<file path="src/rtl/jtag_user_reg.sv">
// jtag_user_reg: JTAG user data register bridged into the clk_i domain with a one-entry tx buffer
module jtag_user_reg #(
  parameter int WIDTH = 11
) (
  input  logic             clk_i,
  input  logic             rst_i,
  input  logic             jtck_i,
  input  logic             jtdi_i,
  input  logic             jshift_i,
  input  logic             jupdate_i,
  input  logic             jrstn_i,
  input  logic             jce_i,
  output logic             jtdo_o,
  output logic [WIDTH-1:0] rx_data_o,
  output logic             rx_stb_o,
  input  logic [WIDTH-2:0] tx_data_i,
  input  logic             tx_valid_i,
  output logic             tx_ready_o
);
  logic [5:0] meta_q, meta_d, sync_q, sync_d;
  logic tck_prev_q, tck_prev_d, upd_prev_q, upd_prev_d;
  logic [WIDTH-1:0] sr_q, sr_d, rx_q, rx_d;
  logic [WIDTH-2:0] buf_q, buf_d;
  logic full_q, full_d, tdo_q, tdo_d, stb_q, stb_d;
  logic tck, tdi, shift, upd, rstn, ce, rise, fall, upd_rise, cap, tx_wr;
  assign {ce, rstn, upd, shift, tdi, tck} = sync_q;
  always_comb begin
    meta_d = {jce_i, jrstn_i, jupdate_i, jshift_i, jtdi_i, jtck_i};
    sync_d = meta_q;
    tck_prev_d = tck;
    upd_prev_d = upd;
    rise = tck & ~tck_prev_q;
    fall = ~tck & tck_prev_q;
    upd_rise = upd & ~upd_prev_q & ce & rstn;
    cap = rise & ce & rstn & ~shift;
    tx_wr = tx_valid_i & ~full_q;
    sr_d = !rstn ? '0 : (rise & ce & shift) ? {tdi, sr_q[WIDTH-1:1]} : cap ? {full_q, buf_q} : sr_q;
    tdo_d = !rstn ? 1'b0 : fall ? sr_q[0] : tdo_q;
    rx_d = upd_rise ? sr_q : rx_q;
    stb_d = upd_rise;
    buf_d = tx_wr ? tx_data_i : buf_q;
    full_d = tx_wr | (full_q & ~cap);
  end
  always_ff @(posedge clk_i or posedge rst_i) begin
    if (rst_i) begin
      meta_q <= '0;
      sync_q <= '0;
      tck_prev_q <= 1'b0;
      upd_prev_q <= 1'b0;
      sr_q <= '0;
      rx_q <= '0;
      buf_q <= '0;
      full_q <= 1'b0;
      tdo_q <= 1'b0;
      stb_q <= 1'b0;
    end else begin
      meta_q <= meta_d;
      sync_q <= sync_d;
      tck_prev_q <= tck_prev_d;
      upd_prev_q <= upd_prev_d;
      sr_q <= sr_d;
      rx_q <= rx_d;
      buf_q <= buf_d;
      full_q <= full_d;
      tdo_q <= tdo_d;
      stb_q <= stb_d;
    end
  end
  assign jtdo_o = tdo_q;
  assign rx_data_o = rx_q;
  assign rx_stb_o = stb_q;
  assign tx_ready_o = ~full_q;
endmodule
</file>
<file path="config.mk">
export PLATFORM = sky130hd
export DESIGN_NAME = jtag_user_reg
export DESIGN_NICKNAME = d
export VERILOG_FILES = /design/src/rtl/jtag_user_reg.sv
export SDC_FILE = /design/constraint.sdc
export NUM_CORES = 1
export LEC_CHECK = 0
export CAP_MARGIN = 10
export CORE_AREA = 10 10 91 93
export DETAILED_ROUTE_END_ITERATION = 10
export DIE_AREA = 0 0 101 103
export DONT_BUFFER_PORTS = 1
export PLACE_DENSITY_LB_ADDON = 0.3
export SETUP_SLACK_MARGIN = 0.3
export SKIP_LAST_GASP = 1
export SYNTH_ARGS = -nofsm -noshare
export SYNTH_HDL_FRONTEND = slang
export SYNTH_SLANG_ARGS = --single-unit
export TNS_END_PERCENT = 100
</file>
<file path="constraint.sdc">
create_clock -name clk_i -period 3.9 [get_ports clk_i]
set_input_delay 0.195 -clock clk_i [delete_from_list [all_inputs] [get_ports clk_i]]
set_output_delay 0.195 -clock clk_i [all_outputs]
set_load 0.05 [all_outputs]
</file>
==> results.cfg <==
[status]
outcome = finished clean

[floorplanning]
core-area_mm2 = 0.00657
ios = 33
die_h_um = 103
num_rows = 30
start_util_pct = 28.6
dieWidth_um = 101
dieArea_mm2 = 0.0104

[logic_synthesis]
ys_seq_elements = 49
synth_flop_cell = dfrtp_1
ys_async_sr_fraction_pct = 100
synthTopCellsByArea = dfrtp_1 (65%), mux2_4 (7.2%), mux2_2 (7.2%)
yosys.area_share.simple_pct = 5.25
yosysWarnings = 0
synth_area_leader_cell = dfrtp_1
yosysSeqAreaShare_pct = 65.2
ys_types = 19
synthTopCellsByCount = dfrtp_1 (49), mux2_2 (12), mux2i_1 (11), nand2_1 (11), o211a_1 (11)
synthXorXnorAreaFrac_pct = 0
synth.area.mux_share_pct = 20.2
syn_area_per_cell_um2 = 15.4
synth_nets = 141
synth_top_family_by_area = multiplexers
synth_top_area_share_pct = 65.2
synth_compound_area_share_pct = 6.52
synth_edf_count = 0
syn_inst = 122
syn_area_mm2 = 0.00188
synth_fa_ha_area_share_pct = 0
synth_most_common_cell = dfrtp_1

[route]
via_count = 948
wl_um = 3380
dr.pass1.iters = 3
wire_per_inst_um = 16.1
drt-initial-drc-count = 25
drc = 0
via_per_inst = 4.51
ant_nets = 0

[pwr]
power.leakage_nw = 1.10
pwr-share-seq_pct = 59.0
power_switching_uw = 344
finalPower_mw = 1.16
pwr-share-comb_pct = 14.8
switching_share_pct = 29.7
power.density_mw_per_mm2 = 552
p_clk_share_pct = 26.2
internal-power_uw = 814
ir_drop_v = 0.000217

[critical_path]
required_ns = 4.08
worstPathCellList = nand4b_2, mux2_4
r2r_cells = 2
cp.buffers_inverters = 0
criticalPathCategory = reg2reg
critical_path_arrival_ns = 2.02
cp_max_fo = 14
crit_path_start_kind = flip-flop
cpPeakStageDelay_ns = 0.68
critPathTopFamily = flip-flops
critical_path_depth = 2
end_kind = flip-flop
crit_path_top_delay_cell = dfrtp_1

[global_routing]
grt_pass1_wl_um = 5490
grt_remaining_overflow = 0
antenna_found_initial = 1
grt_max_degree = 50
grt_pass1_vias = 1021
track_usage_pct = 6.89

[clock_tree]
htree_levels = 2
clk_pin_slew_worst_paths_ns = 0.09
ctsLongestPathBuffers = 2
cts_tree = done
clock_sinks = 49
cts-root-buf = clkbuf_8
clock_latency_ns = 0.30
numCtsBuffers = 5

[layout]
stdcell_count = 210
syn_to_final_growth_pct = 11.4
drive_above_1_share_pct = 24.0
fin_nets = 147

[flow_run]
max-cap-violations = 0

[timing]
maxSlewViolCount = 0
setup_viol = 0
min_period_over_period_pct = 47.0
relSlewSlack_pct = 33.5
tightest_slew_ns = 0.995
rsz0062_at_grt = no
worst_slack_ns = 2.07
fin_worst_skew_ns = 0.00530
period_needed_ns = 1.83
setup_tns_ns = 0
final-hold-violation-count = 0
fmax_ghz = 0.546

[placed_design]
dp_hpwl_um = 2380
preCtsSetupSlack_ns = 2.05
place_congestion = 0.730
io_buffer_count = 0
placedCellCount = 195

[hold_path]
worstHoldPathType = in2async
==> area by class of cell <==
cell class,count,area [um2]
Multi-Input combinational cell,63,602
Fill cell,635,4470
Clock buffer,5,68.8
Sequential cell,49,1230
Tap cell,80,100
Timing Repair Buffer,6,60.1
Antenna cell,1,2.50
Clock inverter,3,26.3
Inverter,3,11.3
==> registers in the layout, indices dropped and copies added (netlist names) <==
name        count
sync_q          6
jtdo_o          1
full_q          1
tck_prev_q      1
rx_data_o      11
buf_q          10
rx_stb_o        1
meta_q          6
upd_prev_q      1
sr_q           11
==> power by group through the flow <==
stage,registers (mW),logic [mW],clock network (mW)
finish,0.683,0.171,0.304
CTS,0.685,0.176,0.317
global placement,0.693,0.163,0
global route,0.697,0.189,0.336
floorplan,0.674,0.156,0
detailed placement,0.697,0.170,0
==> cell families (layout without fill, tap and decap cells) <==
family,count (synthesis),count (layout)
AOI/OAI and AO/OA,13,13
DFF,49,49
other,0,1
muxes,32,32
buffers and inverters,10,17
and+or+nand+nor,18,18
==> metrics by stage <==
step	utilization (%)	cell area, um2	hold slack, ns
2_1_floorplan	-	1880	0.226
3_3_place_gp	29.5	1940	0.227
3_5_place_dp	29.5	1940	0.227
4_1_cts	31.9	2090	0.0274
5_1_grt	31.9	2100	0.0223
6_report	31.9	2100	0.00500
==> routing by layer <==
metal  track usage (%)  vias up  routed length [um]
li1                  -      438                   -
met1              7.81      479                1410
met2              10.4       26                1610
met3              4.02        5                 318
met4              2.89        0                  38
met5                 0        -                   0
==> layout by cell type, fill, tap and decap left out <==
cell	Yosys	final
dfrtp_1	49	49
mux2_2	12	12
mux2i_1	11	11
nand2_1	11	11
o211a_1	11	11
mux2_4	9	9
dlygate4sd3_1	0	6
clkbuf_8	0	5
inv_1	3	2
nor2b_1	2	2
nand2b_1	2	2
clkinv_4	0	2
diode_2	0	1
nand4b_2	1	1
nand4b_1	1	1
o21ai_0	1	1
inv_2	0	1
and3b_1	1	1
o211ai_1	1	1
inv_6	0	1
==> final timing paths <==
path	startpoint	to	slack [ns]
min in group clk_i	tx_data_i[2]	buf_q[2]$_DFFE_PP0P_	0.04
hold reg to reg	meta_q[2]$_DFF_PP0_	sync_q[2]$_DFF_PP0_	0.36
setup / recovery	sync_q[4]$_DFF_PP0_	rx_data_o[8]$_DFFE_PP0P_	2.07
max in group asynchronous	rst_i	buf_q[9]$_DFFE_PP0P_	3.28
setup reg to reg	sync_q[4]$_DFF_PP0_	rx_data_o[8]$_DFFE_PP0P_	2.07
hold / removal	rst_i	rx_data_o[0]$_DFFE_PP0P_	0.005
==> timing repair <==
| action | in CTS | in global routing |
|---|---|---|
| endpoints found under the setup margin | 0 | 0 |
| hold endpoints to repair | 6 | 0 |
| hold buffers | 6 | 0 |
| resized for setup | 0 | 0 |
| buffers inserted | 0 | 0 |
Power figures use the tool's default switching activity.
